## src/rtl/pipe_ctrl_pkg.sv

```systemverilog
// rtl/pipe_ctrl_pkg.sv - shared types and control constants for the pipeline sequencer
package pipe_ctrl_pkg;

    localparam int REG_W = 4;

    typedef enum logic {
        RUN      = 1'b0,
        MEM_WAIT = 1'b1
    } state_t;

    // Per-cycle stage control word, MSB first in the order below
    typedef struct packed {
        logic mem_start;
        logic pc_en;
        logic if_id_en;
        logic if_id_flush;
        logic id_exe_en;
        logic id_exe_bubble;
        logic exe_mem_en;
        logic mem_wb_en;
    } ctrl_t;

    // Everything held, nothing launched
    localparam ctrl_t CTRL_FREEZE = ctrl_t'(8'b0000_0000);
    // Freeze plus the one-cycle memory launch pulse
    localparam ctrl_t CTRL_START  = ctrl_t'(8'b1000_0000);
    // Normal advance of every stage
    localparam ctrl_t CTRL_NORM   = ctrl_t'(8'b0110_1011);
    // Hold PC and IF/ID, inject a NOP into ID/EXE, drain the back end
    localparam ctrl_t CTRL_HAZARD = ctrl_t'(8'b0000_1111);
    // Advance everything, squash the two wrong-path instructions
    localparam ctrl_t CTRL_BRANCH = ctrl_t'(8'b0111_1111);

endpackage

```

## src/rtl/pipe_ctrl_if.sv

```systemverilog
// rtl/pipe_ctrl_if.sv - hazard/memory inputs and stage control outputs of the sequencer
interface pipe_ctrl_if #(
    parameter int CNT_W = 32
);
    import pipe_ctrl_pkg::*;

    logic [REG_W-1:0] id_src1;
    logic [REG_W-1:0] id_src2;
    logic             id_use_src1;
    logic             id_use_src2;
    logic [REG_W-1:0] exe_dest;
    logic             exe_wb_en;
    logic             exe_mem_read;
    logic [REG_W-1:0] mem_dest;
    logic             mem_wb_en;
    logic             branch_taken;
    logic             mem_req;
    logic             mem_ready;

    logic             mem_start;
    logic             pc_en;
    logic             if_id_en;
    logic             if_id_flush;
    logic             id_exe_en;
    logic             id_exe_bubble;
    logic             exe_mem_en;
    logic             mem_wb_en_o;
    logic             mem_err;
    logic [CNT_W-1:0] stall_cycles;

    // Datapath / memory side
    modport master (
        output id_src1, id_src2, id_use_src1, id_use_src2,
               exe_dest, exe_wb_en, exe_mem_read, mem_dest, mem_wb_en,
               branch_taken, mem_req, mem_ready,
        input  mem_start, pc_en, if_id_en, if_id_flush, id_exe_en,
               id_exe_bubble, exe_mem_en, mem_wb_en_o, mem_err, stall_cycles
    );

    // Sequencer side
    modport slave (
        input  id_src1, id_src2, id_use_src1, id_use_src2,
               exe_dest, exe_wb_en, exe_mem_read, mem_dest, mem_wb_en,
               branch_taken, mem_req, mem_ready,
        output mem_start, pc_en, if_id_en, if_id_flush, id_exe_en,
               id_exe_bubble, exe_mem_en, mem_wb_en_o, mem_err, stall_cycles
    );

endinterface

```

## src/rtl/pipe_ctrl_hazard_detect.sv

```systemverilog
// rtl/pipe_ctrl_hazard_detect.sv - RAW hazard detection for the ID-stage instruction
module hazard_detect
    import pipe_ctrl_pkg::*;
#(
    parameter bit FWD_EN = 1'b1
) (
    input  logic [REG_W-1:0] id_src1_i,
    input  logic [REG_W-1:0] id_src2_i,
    input  logic             id_use_src1_i,
    input  logic             id_use_src2_i,
    input  logic [REG_W-1:0] exe_dest_i,
    input  logic             exe_wb_en_i,
    input  logic             exe_mem_read_i,
    input  logic [REG_W-1:0] mem_dest_i,
    input  logic             mem_wb_en_i,
    output logic             hazard_o
);

    logic s1_exe, s2_exe, s1_mem, s2_mem;

    // A source only matches when the instruction actually reads it
    always_comb begin
        s1_exe = id_use_src1_i & exe_wb_en_i & (id_src1_i == exe_dest_i);
        s2_exe = id_use_src2_i & exe_wb_en_i & (id_src2_i == exe_dest_i);
        s1_mem = id_use_src1_i & mem_wb_en_i & (id_src1_i == mem_dest_i);
        s2_mem = id_use_src2_i & mem_wb_en_i & (id_src2_i == mem_dest_i);
    end

    // With forwarding only a load in EXE cannot supply its result in time
    always_comb begin
        if (FWD_EN)
            hazard_o = exe_mem_read_i & (s1_exe | s2_exe);
        else
            hazard_o = s1_exe | s2_exe | s1_mem | s2_mem;
    end

endmodule

```

## src/rtl/pipe_ctrl.sv

```systemverilog
// rtl/pipe_ctrl.sv - pipeline register sequencer: stalls, flushes, memory freeze
module pipe_ctrl
    import pipe_ctrl_pkg::*;
#(
    parameter bit FWD_EN      = 1'b1,
    parameter int MEM_TIMEOUT = 64,
    parameter int CNT_W       = 32
) (
    input  logic         clk,
    input  logic         rst,
    pipe_ctrl_if.slave   bus
);

    localparam bit TIMEOUT_EN = (MEM_TIMEOUT > 0);
    localparam int WAIT_W     = (MEM_TIMEOUT > 2) ? $clog2(MEM_TIMEOUT) : 1;
    localparam logic [WAIT_W-1:0] WAIT_LAST = TIMEOUT_EN ? WAIT_W'(MEM_TIMEOUT - 1) : '1;

    state_t            state_q;
    logic [WAIT_W-1:0] wait_q;
    logic              err_q;
    logic [CNT_W-1:0]  stall_q;
    logic              hazard;
    ctrl_t             run_ctrl;
    ctrl_t             ctrl;

    hazard_detect #(.FWD_EN(FWD_EN)) u_hazard (
        .id_src1_i      (bus.id_src1),
        .id_src2_i      (bus.id_src2),
        .id_use_src1_i  (bus.id_use_src1),
        .id_use_src2_i  (bus.id_use_src2),
        .exe_dest_i     (bus.exe_dest),
        .exe_wb_en_i    (bus.exe_wb_en),
        .exe_mem_read_i (bus.exe_mem_read),
        .mem_dest_i     (bus.mem_dest),
        .mem_wb_en_i    (bus.mem_wb_en),
        .hazard_o       (hazard)
    );

    // Branch beats hazard beats normal flow; used in RUN and on memory release
    always_comb begin
        if (bus.branch_taken)
            run_ctrl = CTRL_BRANCH;
        else if (hazard)
            run_ctrl = CTRL_HAZARD;
        else
            run_ctrl = CTRL_NORM;
    end

    // Stage controls: memory freeze beats everything, all zero while in reset
    always_comb begin
        ctrl = CTRL_FREEZE;
        if (!rst) begin
            case (state_q)
                RUN:      ctrl = bus.mem_req ? CTRL_START : run_ctrl;
                MEM_WAIT: ctrl = bus.mem_ready ? run_ctrl : CTRL_FREEZE;
                default:  ctrl = CTRL_FREEZE;
            endcase
        end
    end

    // FSM, memory wait counter, sticky timeout and freeze-cycle counter
    always_ff @(posedge clk or posedge rst) begin
        if (rst) begin
            state_q <= RUN;
            wait_q  <= '0;
            err_q   <= 1'b0;
            stall_q <= '0;
        end else begin
            if (!ctrl.pc_en)
                stall_q <= stall_q + CNT_W'(1);
            case (state_q)
                RUN: begin
                    if (bus.mem_req) begin
                        state_q <= MEM_WAIT;
                        wait_q  <= '0;
                    end
                end
                MEM_WAIT: begin
                    if (bus.mem_ready) begin
                        state_q <= RUN;
                        wait_q  <= '0;
                    end else if (TIMEOUT_EN && wait_q == WAIT_LAST) begin
                        err_q <= 1'b1;
                    end else begin
                        wait_q <= wait_q + WAIT_W'(1);
                    end
                end
                default: state_q <= RUN;
            endcase
        end
    end

    assign bus.mem_start     = ctrl.mem_start;
    assign bus.pc_en         = ctrl.pc_en;
    assign bus.if_id_en      = ctrl.if_id_en;
    assign bus.if_id_flush   = ctrl.if_id_flush;
    assign bus.id_exe_en     = ctrl.id_exe_en;
    assign bus.id_exe_bubble = ctrl.id_exe_bubble;
    assign bus.exe_mem_en    = ctrl.exe_mem_en;
    assign bus.mem_wb_en_o   = ctrl.mem_wb_en;
    assign bus.mem_err       = err_q;
    assign bus.stall_cycles  = stall_q;

endmodule

```

## src/flat_wrapper.sv

```systemverilog
// flat-port wrapper written by rule: the top's interface ports become plain ports
module pipe_ctrl_flat import pipe_ctrl_pkg::*;
#(
    parameter bit FWD_EN      = 1'b1,
    parameter int MEM_TIMEOUT = 64,
    parameter int CNT_W       = 32
)
  (clk, rst, bus_id_src1, bus_id_src2, bus_id_use_src1, bus_id_use_src2, bus_exe_dest, bus_exe_wb_en, bus_exe_mem_read, bus_mem_dest, bus_mem_wb_en, bus_branch_taken, bus_mem_req, bus_mem_ready, bus_mem_start, bus_pc_en, bus_if_id_en, bus_if_id_flush, bus_id_exe_en, bus_id_exe_bubble, bus_exe_mem_en, bus_mem_wb_en_o, bus_mem_err, bus_stall_cycles);
  pipe_ctrl_if #(.CNT_W(CNT_W)) bus_i ();
  input  logic clk;
  input  logic rst;
  input wire logic [$bits(bus_i.id_src1)-1:0] bus_id_src1;
  input wire logic [$bits(bus_i.id_src2)-1:0] bus_id_src2;
  input wire logic [$bits(bus_i.id_use_src1)-1:0] bus_id_use_src1;
  input wire logic [$bits(bus_i.id_use_src2)-1:0] bus_id_use_src2;
  input wire logic [$bits(bus_i.exe_dest)-1:0] bus_exe_dest;
  input wire logic [$bits(bus_i.exe_wb_en)-1:0] bus_exe_wb_en;
  input wire logic [$bits(bus_i.exe_mem_read)-1:0] bus_exe_mem_read;
  input wire logic [$bits(bus_i.mem_dest)-1:0] bus_mem_dest;
  input wire logic [$bits(bus_i.mem_wb_en)-1:0] bus_mem_wb_en;
  input wire logic [$bits(bus_i.branch_taken)-1:0] bus_branch_taken;
  input wire logic [$bits(bus_i.mem_req)-1:0] bus_mem_req;
  input wire logic [$bits(bus_i.mem_ready)-1:0] bus_mem_ready;
  output wire logic [$bits(bus_i.mem_start)-1:0] bus_mem_start;
  output wire logic [$bits(bus_i.pc_en)-1:0] bus_pc_en;
  output wire logic [$bits(bus_i.if_id_en)-1:0] bus_if_id_en;
  output wire logic [$bits(bus_i.if_id_flush)-1:0] bus_if_id_flush;
  output wire logic [$bits(bus_i.id_exe_en)-1:0] bus_id_exe_en;
  output wire logic [$bits(bus_i.id_exe_bubble)-1:0] bus_id_exe_bubble;
  output wire logic [$bits(bus_i.exe_mem_en)-1:0] bus_exe_mem_en;
  output wire logic [$bits(bus_i.mem_wb_en_o)-1:0] bus_mem_wb_en_o;
  output wire logic [$bits(bus_i.mem_err)-1:0] bus_mem_err;
  output wire logic [$bits(bus_i.stall_cycles)-1:0] bus_stall_cycles;
  assign bus_i.id_src1 = bus_id_src1;
  assign bus_i.id_src2 = bus_id_src2;
  assign bus_i.id_use_src1 = bus_id_use_src1;
  assign bus_i.id_use_src2 = bus_id_use_src2;
  assign bus_i.exe_dest = bus_exe_dest;
  assign bus_i.exe_wb_en = bus_exe_wb_en;
  assign bus_i.exe_mem_read = bus_exe_mem_read;
  assign bus_i.mem_dest = bus_mem_dest;
  assign bus_i.mem_wb_en = bus_mem_wb_en;
  assign bus_i.branch_taken = bus_branch_taken;
  assign bus_i.mem_req = bus_mem_req;
  assign bus_i.mem_ready = bus_mem_ready;
  assign bus_mem_start = bus_i.mem_start;
  assign bus_pc_en = bus_i.pc_en;
  assign bus_if_id_en = bus_i.if_id_en;
  assign bus_if_id_flush = bus_i.if_id_flush;
  assign bus_id_exe_en = bus_i.id_exe_en;
  assign bus_id_exe_bubble = bus_i.id_exe_bubble;
  assign bus_exe_mem_en = bus_i.exe_mem_en;
  assign bus_mem_wb_en_o = bus_i.mem_wb_en_o;
  assign bus_mem_err = bus_i.mem_err;
  assign bus_stall_cycles = bus_i.stall_cycles;
  pipe_ctrl #(.FWD_EN(FWD_EN), .MEM_TIMEOUT(MEM_TIMEOUT), .CNT_W(CNT_W)) u_core (.clk(clk), .rst(rst), .bus(bus_i));
endmodule
```

## config.mk

```make
export PLATFORM = sky130hd
export DESIGN_NAME = pipe_ctrl_flat
export DESIGN_NICKNAME = d
export VERILOG_FILES = /design/src/rtl/pipe_ctrl_pkg.sv /design/src/rtl/pipe_ctrl_if.sv /design/src/rtl/pipe_ctrl_hazard_detect.sv /design/src/rtl/pipe_ctrl.sv /design/src/flat_wrapper.sv
export SDC_FILE = /design/constraint.sdc
export NUM_CORES = 1
export LEC_CHECK = 0
export CAP_MARGIN = 30
export CORE_MARGIN = 4
export CORE_UTILIZATION = 50
export CTS_CLUSTER_SIZE = 25
export DETAILED_ROUTE_END_ITERATION = 10
export PLACE_DENSITY = 0.86
export SLEW_MARGIN = 20
export SYNTH_ARGS = -nofsm -noshare
export SYNTH_HDL_FRONTEND = slang
export SYNTH_SLANG_ARGS = --single-unit
```

## constraint.sdc

```tcl
create_clock -name clk -period 7.2 [get_ports clk]
set_input_delay 2.16 -clock clk [delete_from_list [all_inputs] [get_ports clk]]
set_output_delay 2.16 -clock clk [all_outputs]
set_load 0.05 [all_outputs]
```

==> results.md <==
- Status: completed
- Leakage: approximately 0.0011 uW
- Endpoint, Worst Hold: u_core.bus.stall_cycles[31]
- Skew final: 0.009816 ns
- Mapped Nets: ~230
- Initial antenna violation count: 0
- Rel. slew slack: 0.6429
- Critical R2R Launch: u_core.bus.stall_cycles[4]
- CP Capture Type: output pin
- Largest net degree at the start of global routing: 40
- Reg clk slew, reported paths: about 0.080 ns
- H-tree levels: 2
- DP Worst Slack: 0.6005 ns
- Post-route antenna net violation count: 0
- Largest family of logic cells by synthesized area: simple AND/OR/NAND/NOR gates
- Die area: 5280 sq um
- Via count: 1716
- Resize count post-CTS: 0
- Grt ovf: 0
- R2R depth: 5
- Die Y: 72.67 um
- Synth Register Bits: 40
- Die W: between 70 and 80 um
- Count of final setup violators: 0
- Core area: 4029 sq um
- Unique masters post-synth: 35
- DP Wirelength: 3391 um
- Critical path startpoint category: input pin
- Synth area leaders: dfrtp_1 48%, xor2_1 12%, xnor2_1 4.6%
- Worst hold margin: 0.4734 ns
- Simple-gate share of the synthesized area: 0.2555
- Worst-Margin Slew: between 0.5 and 0.6 ns
- Cell taking the most area after synthesis: dfrtp_1
- Register area share after synthesis: 0.4788
- Worst flop-to-flop path endpoint: u_core.bus.stall_cycles[17]
- # port buffers: 61
- VDD IR max: around 300 uV
- Num CTS Buffers: 5
- Commonest cells after routing, fill and taps aside: 61 x clkdlybuf4s50_1, 40 x dfrtp_1, 29 x xor2_1
- Cts hold-fix bufs: 0
- Wire length per cell: roughly 15 um
- Final worst-path cycle share: 0.9127
- Critical Path Start: bus_mem_req
- Clk sinks: 40
- Total GRT Usage: 0.1883
- Max-slew violations: 0
- Final Power: 916.0 uW
- Setup_tns: 0 ns
- PD cells: ~320 nW/um^2
- Final worst slack: about 0.63 ns
- Post-synthesis instance total: 203
- CTS tree: built
- Critical Path AT: ~4.4 ns
- Max Fclk: 152.2 MHz
- Worst-Skew Late Latency: 0.30 ns
- Synth warnings: 0
- Max Cap Violations: 0
- Syn avg cell area: around 10 sq um
- Root Driver: clkbuf_8
- # rows: 23
- RSZ-0062 raised after global routing: no
- Starting density of the core: 0.5189
- Crit path kind: input pin to output pin
- HP Start: u_core.bus.stall_cycles[31]
- Adder-cell share of the synthesized area: 0.01197
- Setup bufs post-CTS: 0
- Starting DRT DRC Count: 84
- DRT Wirelength: between 4000 and 5000 um
- First-pass GRT wire length: 7748 um
- Post-Syn Area: 2091 sq um
- Vias per inst: approximately 5.4
- Hold Vio Cnt, Final: 0
- Worst hold path type: flip-flop to flip-flop
- Post-synthesis share of cell area spent on xor and xnor gates: 0.1676
- DRC: 0
- Vias in the first global route: about 1700
- First drt pass iteration count: 4
- Final GP Congestion: 0.7652
- Critical path fanouts, max: 17
- Compound-cell area share of the yosys netlist: 0.04548
- Mux contribution to synthesized area: 0.005386
- Share of post-route cells with drive strength above 1: 0.07143
- Nets: 293
- Io pins: 67
- Commonest non-fill, non-tap cell in the layout: clkdlybuf4s50_1
- Area growth from synthesis to layout: 35.91%
- Antenna Cells: 0
- Worst EP required: 5.04 ns
- R2R Setup Slk: 5.09 ns
- Hold path cells: 1
- Min Tclk post-route: 6.571 ns
- Yosys top cell area share: 0.4788
- CTS Buffer Depth: 2
-- cell type report --
type | count | area, sq um
repair buffers | 63 | 625.6
inverters | 4 | 15.01
well taps | 50 | 62.56
clock inverters | 2 | 38.79
multi-input cells | 151 | 1016
flip-flops and latches | 40 | 1001
fillers | 330 | 1187
clock buffers | 6 | 82.58
-- worst max path at each step --
stage,endpoint,cells after the start
floorplan,bus_pc_en,6
global placement,bus_if_id_en,6
detailed placement,bus_if_id_en,6
CTS,bus_if_id_en,6
global route,bus_if_id_en,6
finish,bus_if_id_en,6
-- per-stage QoR --
stage                     instances    util  instance area (sq um)
final                           316  0.7053                   2841
after global routing            316  0.7053                   2841
after CTS                       316  0.7053                   2841
after detailed placement        308  0.6752                   2720
after global placement          308  0.6752                   2720
after floorplan                 203       -                   2091
-- per-layer routing --
metal / GRT usage / vias up / share of wire
met3: 0.05510 / 10 / 0.089
met2: 0.2806 / 64 / 0.46
li1: - / 831 / -
met4: 0.09631 / 0 / 0.023
met5: 0 / - / 0
met1: 0.2491 / 811 / 0.43
-- synth_stat cells, drive strengths merged --
library cell  instances
mux2                  1
buf                   7
o21ai                 4
or3                   3
nand2b                4
o21a                  1
nor4b                 5
a21oi                 2
xnor2                11
inv                   4
dfrtp                40
a21o                  1
nor4                 12
and3                  1
xor2                 29
o31a                  1
clkbuf                1
nand3                13
nor2                 14
o41ai                 1
o31ai                 2
nand4                 6
or4                   1
nor3                 12
nand2                21
o22a                  1
and4                  1
ha                    2
and2                  2
-- power by group --
part / internal (uW) / leakage [uW] / switching (uW) / total (uW)
clock network: 113 / 0.0000614 / 79.7 / 193
logic: 134 / 0.000592 / 257 / 391
registers: 270 / 0.000462 / 61.3 / 332
total: 518 / 0.00112 / 398 / 916
-- cells by family (layout without fill, tap and decap cells) --
| family | after synthesis | count (layout) |
|---|---|---|
| simple gates | 95 | 95 |
| buf+inv | 12 | 75 |
| fa+ha+maj | 2 | 2 |
| xor+xnor | 40 | 40 |
| mux | 1 | 1 |
| compound gates | 13 | 13 |
| flops | 40 | 40 |
-- critical path, cell delays in order --
cell and delay [ns]:
clkdlybuf4s50_1 0.44, nor2_1 0.20, a21oi_1 0.08, nor2_1 0.32, o31a_4 0.35, clkdlybuf4s50_1 0.85
-- state kept, by name, indices dropped and copies added, names as in the netlist --
name / cells
u_core.bus.mem_err: 1
u_core.bus.stall_cycles: 32
u_core.state_q: 1
u_core.wait_q: 6
Note: power is estimated with default switching activity, not from simulation.
